[src/rtl/microc_stack.sv]
`default_nettype none
// ============================================================================
// Module   : microc_stack
// Purpose  : Single-cycle microcontroller datapath with a hardware return
//            stack. Holds the program counter, a register file with a
//            hard-wired zero register, an 8-function ALU, a registered zero
//            flag and a bounded call/return stack with a sticky fault flag.
// Ports    : clk       - rising-edge clock
//            reset     - synchronous active-low reset
//            instr     - instruction fetched at pc (same cycle)
//            s_inc     - 1: pc+1, 0: jump to instr[PW-1:0]
//            s_inm     - 1: write immediate, 0: write ALU result
//            we3       - register-file write enable
//            wez       - zero-flag load enable
//            Op        - ALU operation select
//            s_call    - subroutine call request
//            s_ret     - subroutine return request
//            pc        - program counter / program memory address
//            Opcode    - instr[IW-1:IW-OPW]
//            z         - registered zero flag
//            sp        - number of occupied stack entries
//            stack_err - sticky stack fault flag
// Revision : 1.0 - initial release
// ============================================================================
module microc_stack #(
   parameter int DW  = 8,
   parameter int RA  = 4,
   parameter int PW  = 10,
   parameter int IW  = 16,
   parameter int OPW = 6,
   parameter int SD  = 4
) (
   input  logic                      clk,
   input  logic                      reset,
   input  logic [IW-1:0]             instr,
   input  logic                      s_inc,
   input  logic                      s_inm,
   input  logic                      we3,
   input  logic                      wez,
   input  logic [2:0]                Op,
   input  logic                      s_call,
   input  logic                      s_ret,
   output logic [PW-1:0]             pc,
   output logic [OPW-1:0]            Opcode,
   output logic                      z,
   output logic [$clog2(SD+1)-1:0]   sp,
   output logic                      stack_err
);

   localparam int SPW = $clog2(SD + 1);

   // ------------------------------------------------------------------------
   // State
   // ------------------------------------------------------------------------
   logic [DW-1:0]  r_regs [2**RA];
   logic [PW-1:0]  r_stack [SD];
   logic [PW-1:0]  r_pc;
   logic           r_z;
   logic [SPW-1:0] r_sp;
   logic           r_stack_err;

   // ------------------------------------------------------------------------
   // Instruction fields
   // ------------------------------------------------------------------------
   logic [RA-1:0] w_wa3;
   logic [RA-1:0] w_ra2;
   logic [RA-1:0] w_ra1;
   logic [DW-1:0] w_inm;
   logic [PW-1:0] w_dir;

   assign w_wa3  = instr[RA-1:0];
   assign w_ra2  = instr[2*RA-1:RA];
   assign w_ra1  = instr[3*RA-1:2*RA];
   assign w_inm  = instr[DW+RA-1:RA];
   assign w_dir  = instr[PW-1:0];
   assign Opcode = instr[IW-1 -: OPW];

   // ------------------------------------------------------------------------
   // Register read, ALU and write-data select
   // ------------------------------------------------------------------------
   logic [DW-1:0] w_rd1;
   logic [DW-1:0] w_rd2;
   logic [DW-1:0] w_alu;
   logic [DW-1:0] w_wd3;

   // Register 0 is never written after reset, so a plain array read of it
   // always yields zero.
   assign w_rd1 = r_regs[w_ra1];
   assign w_rd2 = r_regs[w_ra2];

   always_comb begin
      w_alu = '0;
      case (Op)
         3'b000:  w_alu = w_rd1;
         3'b001:  w_alu = ~w_rd1;
         3'b010:  w_alu = w_rd1 + w_rd2;
         3'b011:  w_alu = w_rd1 - w_rd2;
         3'b100:  w_alu = w_rd1 & w_rd2;
         3'b101:  w_alu = w_rd1 | w_rd2;
         3'b110:  w_alu = -w_rd1;
         default: w_alu = -w_rd2;
      endcase
   end

   assign w_wd3 = s_inm ? w_inm : w_alu;

   // ------------------------------------------------------------------------
   // Next-PC and stack control
   // ------------------------------------------------------------------------
   logic [PW-1:0] w_pc_inc;
   logic [PW-1:0] w_pc_next;
   logic [PW-1:0] w_top;
   logic          w_push;
   logic          w_pop;
   logic          w_err;
   logic          w_full;
   logic          w_empty;

   assign w_pc_inc = r_pc + 1'b1;   // wraps naturally at 2^PW
   assign w_full   = (r_sp == SPW'(SD));
   assign w_empty  = (r_sp == '0);

   // Top-of-stack is entry sp-1; decoded per entry to keep index widths exact.
   always_comb begin
      w_top = '0;
      for (int i = 0; i < SD; i++) begin
         if (r_sp == SPW'(i + 1)) w_top = r_stack[i];
      end
   end

   always_comb begin
      w_pc_next = w_pc_inc;
      w_push    = 1'b0;
      w_pop     = 1'b0;
      w_err     = 1'b0;
      if (s_call && s_ret) begin
         w_err = 1'b1;
      end else if (s_ret) begin
         if (w_empty) begin
            w_err = 1'b1;
         end else begin
            w_pc_next = w_top;
            w_pop     = 1'b1;
         end
      end else if (s_call) begin
         w_pc_next = w_dir;
         // A call on a full stack still jumps; only the return address is lost.
         if (w_full) w_err = 1'b1;
         else        w_push = 1'b1;
      end else if (!s_inc) begin
         w_pc_next = w_dir;
      end
   end

   // ------------------------------------------------------------------------
   // Sequential state
   // ------------------------------------------------------------------------
   always_ff @(posedge clk) begin
      if (!reset) begin
         r_pc        <= '0;
         r_z         <= 1'b0;
         r_sp        <= '0;
         r_stack_err <= 1'b0;
         for (int i = 0; i < 2**RA; i++) r_regs[i] <= '0;
      end else begin
         r_pc <= w_pc_next;
         if (w_push)      r_sp <= r_sp + 1'b1;
         else if (w_pop)  r_sp <= r_sp - 1'b1;
         if (w_err)       r_stack_err <= 1'b1;
         if (wez)         r_z <= (w_alu == '0);
         if (we3 && (w_wa3 != '0)) r_regs[w_wa3] <= w_wd3;
      end
   end

   // Stack storage needs no reset: entries are only visible below sp.
   always_ff @(posedge clk) begin
      for (int i = 0; i < SD; i++) begin
         if (reset && w_push && (r_sp == SPW'(i))) r_stack[i] <= w_pc_inc;
      end
   end

   assign pc        = r_pc;
   assign z         = r_z;
   assign sp        = r_sp;
   assign stack_err = r_stack_err;

endmodule
`default_nettype wire

[config.mk]
export PLATFORM = sky130hd
export DESIGN_NAME = microc_stack
export DESIGN_NICKNAME = d
export VERILOG_FILES = /design/src/rtl/microc_stack.sv
export SDC_FILE = /design/constraint.sdc
export NUM_CORES = 1
export LEC_CHECK = 0
export BUFFER_PORTS_ARGS = -buffer_cell sky130_fd_sc_hd__buf_2
export CORE_UTILIZATION = 30
export CTS_BUF_LIST = sky130_fd_sc_hd__clkbuf_8
export DETAILED_ROUTE_END_ITERATION = 7
export GPL_TIMING_DRIVEN = 0
export PLACE_DENSITY = 0.54
export SKIP_LAST_GASP = 1
export SLEW_MARGIN = 20
export SYNTH_ARGS = -nofsm -noshare
export SYNTH_HDL_FRONTEND = slang
export SYNTH_SLANG_ARGS = --single-unit
[constraint.sdc]
create_clock -name clk -period 6.4 [get_ports clk]
set_input_delay 0.32 -clock clk [delete_from_list [all_inputs] [get_ports clk]]
set_output_delay 0.32 -clock clk [all_outputs]
set_load 0.01 [all_outputs]
==> run_results.csv <==
group,metric,value,unit
detailed_routing,vias_per_cell,5.410,
power,share_clk_of_total_power,27.9,%
clocking,worst_setup_hold_path_clk_slew,0.11,ns
power,pwr-share-seq,47.9,%
detailed_routing,detail_route.iter0.violations,792,
die,initial_util,30.59,%
synth,netlist_area,0.01062,mm2
synth,synth_area_per_cell,11.73,um2
final_layout,diodes,0,
setup_path,crit_path_end_kind,"register",
setup_path,rrSetupSlack,1.36,ns
synth,netlist_instances,905,
grt,number_of_global_route_vias_before_repair,7418,
die,i_o_pin_total,48,
setup_path,rr_worst_depth,19,
placed_design,hpwl,23620,um
detailed_routing,wirelength,32420,um
final_layout,final_layout_size_suffix_gt1_share,18.85,%
clocking,cts_sinks,183,
die,fp-row-count,68,
power,largest_vdd_supply_drop,122.8,uV
grt,initial_antenna_violation_count,0,
final_layout,mostFrequentLayoutCells,"168 x sky130_fd_sc_hd__edfxtp_1, 160 x sky130_fd_sc_hd__nor2_1, 74 x sky130_fd_sc_hd__nand2_1, 55 x sky130_fd_sc_hd__mux4_2",
setup_path,crit_required,6.63,ns
setup_path,critPathMostFrequentCell,"sky130_fd_sc_hd__o21ai_0",
final_layout,final_util,33.92,%
clocking,clock_tree_from_tritoncts,"built",
synth,synth-seq-area-share,50.34,%
sta,finalSetupViolations,0,
detailed_routing,dr.pass1.iters,5,
setup_path,worst_path_cell_trace,"clkbuf_1, clkbuf_1, mux4_2, a22oi_1, nand2_1, inv_1, ha_1, nand2_1, o21ai_0, inv_1, ha_1, nor2b_1, o31a_1, o21ai_0, nor3b_1, o21ai_0, nor3b_1, a2bb2oi_1, mux2i_2, buf_2, nor2_1",
setup_path,critPathArrivalTime,5.78,ns
placed_design,gp_routability_congestion,0.9173,
sta,hold_viol,0,
placed_design,place.detailed.instances,1399,
min_path,worst_hold_path.endpoint,"z",
sta,whs,0.2438,ns
grt,global_route_overflow,0,
sta,setup_ws,0.8520,ns
setup_path,worst_path_max_delay_cell,"sky130_fd_sc_hd__clkbuf_1",
final_layout,commonest_non_fill_non_tap_cell_in_the_layout,"sky130_fd_sc_hd__edfxtp_1",
clocking,cts_repair_resize_count,0,
setup_path,crit-reg2reg-capture,"r_regs[3][5]",
clocking,clock_insertion_delay_at_the_later_pin_of_the_skew_report,0.48,ns
synth,async_flop_share,0,%
setup_path,critPathMaxStageDelay,0.69,ns
clocking,cts.hold.buffers_added,0,
placed_design,post-place-ws,0.5554,ns
detailed_routing,wire_per_inst,22.65,um
min_path,min_path_type,"input port to register",
sta,timing.fmax,180.2,MHz
clocking,root_buffer,"sky130_fd_sc_hd__clkbuf_8",
sta,timing.final.crit_share,86.69,%
detailed_routing,num_vias,7742,
sta,rsz0062_at_grt,"false",
die,die-width,190.1,um
sta,maxSlewViolCount,0,
detailed_routing,antenna_violating_nets_post_route,0,
sta,max-slew-margin-rel,33.26,%
final_layout,layout.cells.non_filler,1431,
sta,worst_pin_slew,1.001,ns
clocking,cts_buffer_depth,2,
setup_path,crit_buf_inv,5,
setup_path,worstPathMaxFanout,10,
die,design.die.area,0.03615,mm2
sta,final.setup.tns,0,ns
clocking,cts-buffers-inserted,17,
power,power.leakage,4.212,nW
setup_path,path_delay_family,"buffers and inverters",
power,internal_power,1.985,mW
grt,grt_start_max_net_pins,18,
clocking,cts.repair_timing.setup_buffer_count,0,
detailed_routing,detail_route.drc_violations,0,
min_path,min-delay-start,"wez",
synth,synth-edff-count,168,
min_path,hold-path-cell-count,3,
power,p_switching,933.4,uW
run,max_cap_viol_count,0,
setup_path,timing_worst_setup_path_type,"input port to register",
grt,grtUsageTotal,18.29,%
sta,fin_worst_skew,0.02366,ns
final_layout,design.final.nets,1010,
power,switching_part_of_the_total,31.99,%
power,pwr-share-comb,24.1,%
die,fp.coreArea,0.03471,mm2
synth,yosysUniqueCellTypes,73,
power,power.density_cell_area,247.8,mW/mm2
setup_path,worst_setup_path_start_kind,"input port",
placed_design,numPortBuffers,32,
synth,yosys_register_bits,183,
die,fp.dieH,190.1,um
status,outcome,"finished clean",
grt,global_route_wire_length_before_repair,47820,um
clocking,clock_tree.htree_level_count,4,
synth,synth_top_flop_cell,"sky130_fd_sc_hd__edfxtp_1",
sta,period_needed,5.548,ns
final_layout,synthToLayoutAreaGrowth,10.88,%
setup_path,worstReg2RegStart,"r_regs[4][1]",
synth,synth_warnings,0,
==> layer usage <==
metal	GRT usage, %	up-vias	wire, um
met5	0	-	0
met4	5.723	0	688
met3	3.689	35	2127
met2	29.93	272	15630
met1	24.26	3931	13970
li1	-	3504	-
==> tightest hold or removal path: stages <==
cell and delay [ns]:
sky130_fd_sc_hd__buf_2 0.13, sky130_fd_sc_hd__nor3b_1 0.06, sky130_fd_sc_hd__a31o_1 0.17
==> logic make-up (layout without fill, tap and decap cells) <==
| logic type | count (synthesis) | after routing | share of synthesized area (%) |
|---|---|---|---|
| adder cells (fa/ha/maj) | 21 | 21 | 2.522 |
| other | 1 | 8 | 0.03531 |
| XOR/XNOR | 28 | 28 | 2.309 |
| AO/OA/AOI/OAI | 156 | 156 | 9.886 |
| flip-flops | 183 | 183 | 50.34 |
| AND/OR/NAND/NOR | 344 | 344 | 14.99 |
| buffers and inverters | 88 | 152 | 4.312 |
| multiplexers | 84 | 84 | 15.61 |
==> cell usage after synthesis, types with 5 or more instances <==
library cell / n / area (um2)
sky130_fd_sc_hd__edfxtp_1: 168 / 5045
sky130_fd_sc_hd__nor3_2: 11 / 110.1
sky130_fd_sc_hd__mux4_1: 7 / 183.9
sky130_fd_sc_hd__ha_1: 19 / 237.7
sky130_fd_sc_hd__buf_4: 15 / 112.6
sky130_fd_sc_hd__a211oi_1: 6 / 45.04
sky130_fd_sc_hd__clkbuf_1: 27 / 101.4
sky130_fd_sc_hd__mux2_2: 9 / 101.4
sky130_fd_sc_hd__xnor2_1: 17 / 148.9
sky130_fd_sc_hd__xor2_1: 11 / 96.34
sky130_fd_sc_hd__nor2_1: 160 / 600.6
sky130_fd_sc_hd__nand2_1: 74 / 277.8
sky130_fd_sc_hd__inv_1: 23 / 86.33
sky130_fd_sc_hd__dfxtp_1: 15 / 300.3
sky130_fd_sc_hd__nor3_1: 21 / 105.1
sky130_fd_sc_hd__mux2i_1: 12 / 120.1
sky130_fd_sc_hd__a21oi_1: 48 / 240.2
sky130_fd_sc_hd__mux4_2: 55 / 1239
sky130_fd_sc_hd__o21ai_0: 31 / 155.2
sky130_fd_sc_hd__nor2b_1: 18 / 112.6
sky130_fd_sc_hd__nand3_1: 25 / 125.1
sky130_fd_sc_hd__nor3b_1: 5 / 37.54
sky130_fd_sc_hd__a22oi_1: 28 / 210.2
sky130_fd_sc_hd__buf_2: 16 / 80.08
==> layout make-up <==
type                    instances  area (um2)
plain buffers                  65       371.6
clock buffers                  17       234.0
clock inverters                15       165.2
fillers                      3503       22940
inverters                      23       86.33
multi-input cells             641        4842
flip-flops and latches        183        5345
well taps                     455       569.3
repair buffers                 32       160.2
==> power by group through the flow <==
stage / Sequential (mW) / Clock [mW] / Combinational, mW
after floorplan: 1.42 / 0 / 0.487
after global placement: 1.42 / 0 / 0.690
after detailed placement: 1.43 / 0 / 0.694
after CTS: 1.40 / 0.833 / 0.699
after global routing: 1.40 / 0.872 / 0.767
final: 1.40 / 0.815 / 0.704
==> per-stage QoR <==
step	total power [mW]	instance area (um2)
6_report	2.918	11770
3_5_place_dp	2.120	11370
4_1_cts	2.930	11770
5_1_grt	3.043	11770
3_3_place_gp	2.114	11370
2_1_floorplan	1.902	10650
==> registers in the layout (all words and copies together) (netlist names) <==
name	cells
r_regs	128
r_stack	40
sp	3
z	1
stack_err	1
pc	10
==> how the worst max path moves through the flow <==
stage          startpoint             to  slack (ns)  depth (start not counted)
6_report         instr[5]   r_regs[3][5]        0.85                         21
5_1_grt          instr[5]   r_regs[3][6]        0.68                         20
4_1_cts          instr[5]   r_regs[5][5]        1.08                         21
3_5_place_dp     instr[5]   r_regs[3][5]        0.56                         21
3_3_place_gp     instr[5]   r_regs[2][6]        0.64                         20
2_1_floorplan    instr[5]  r_regs[15][6]        2.23                         20
No activity file was read; power rests on OpenSTA's default activity.
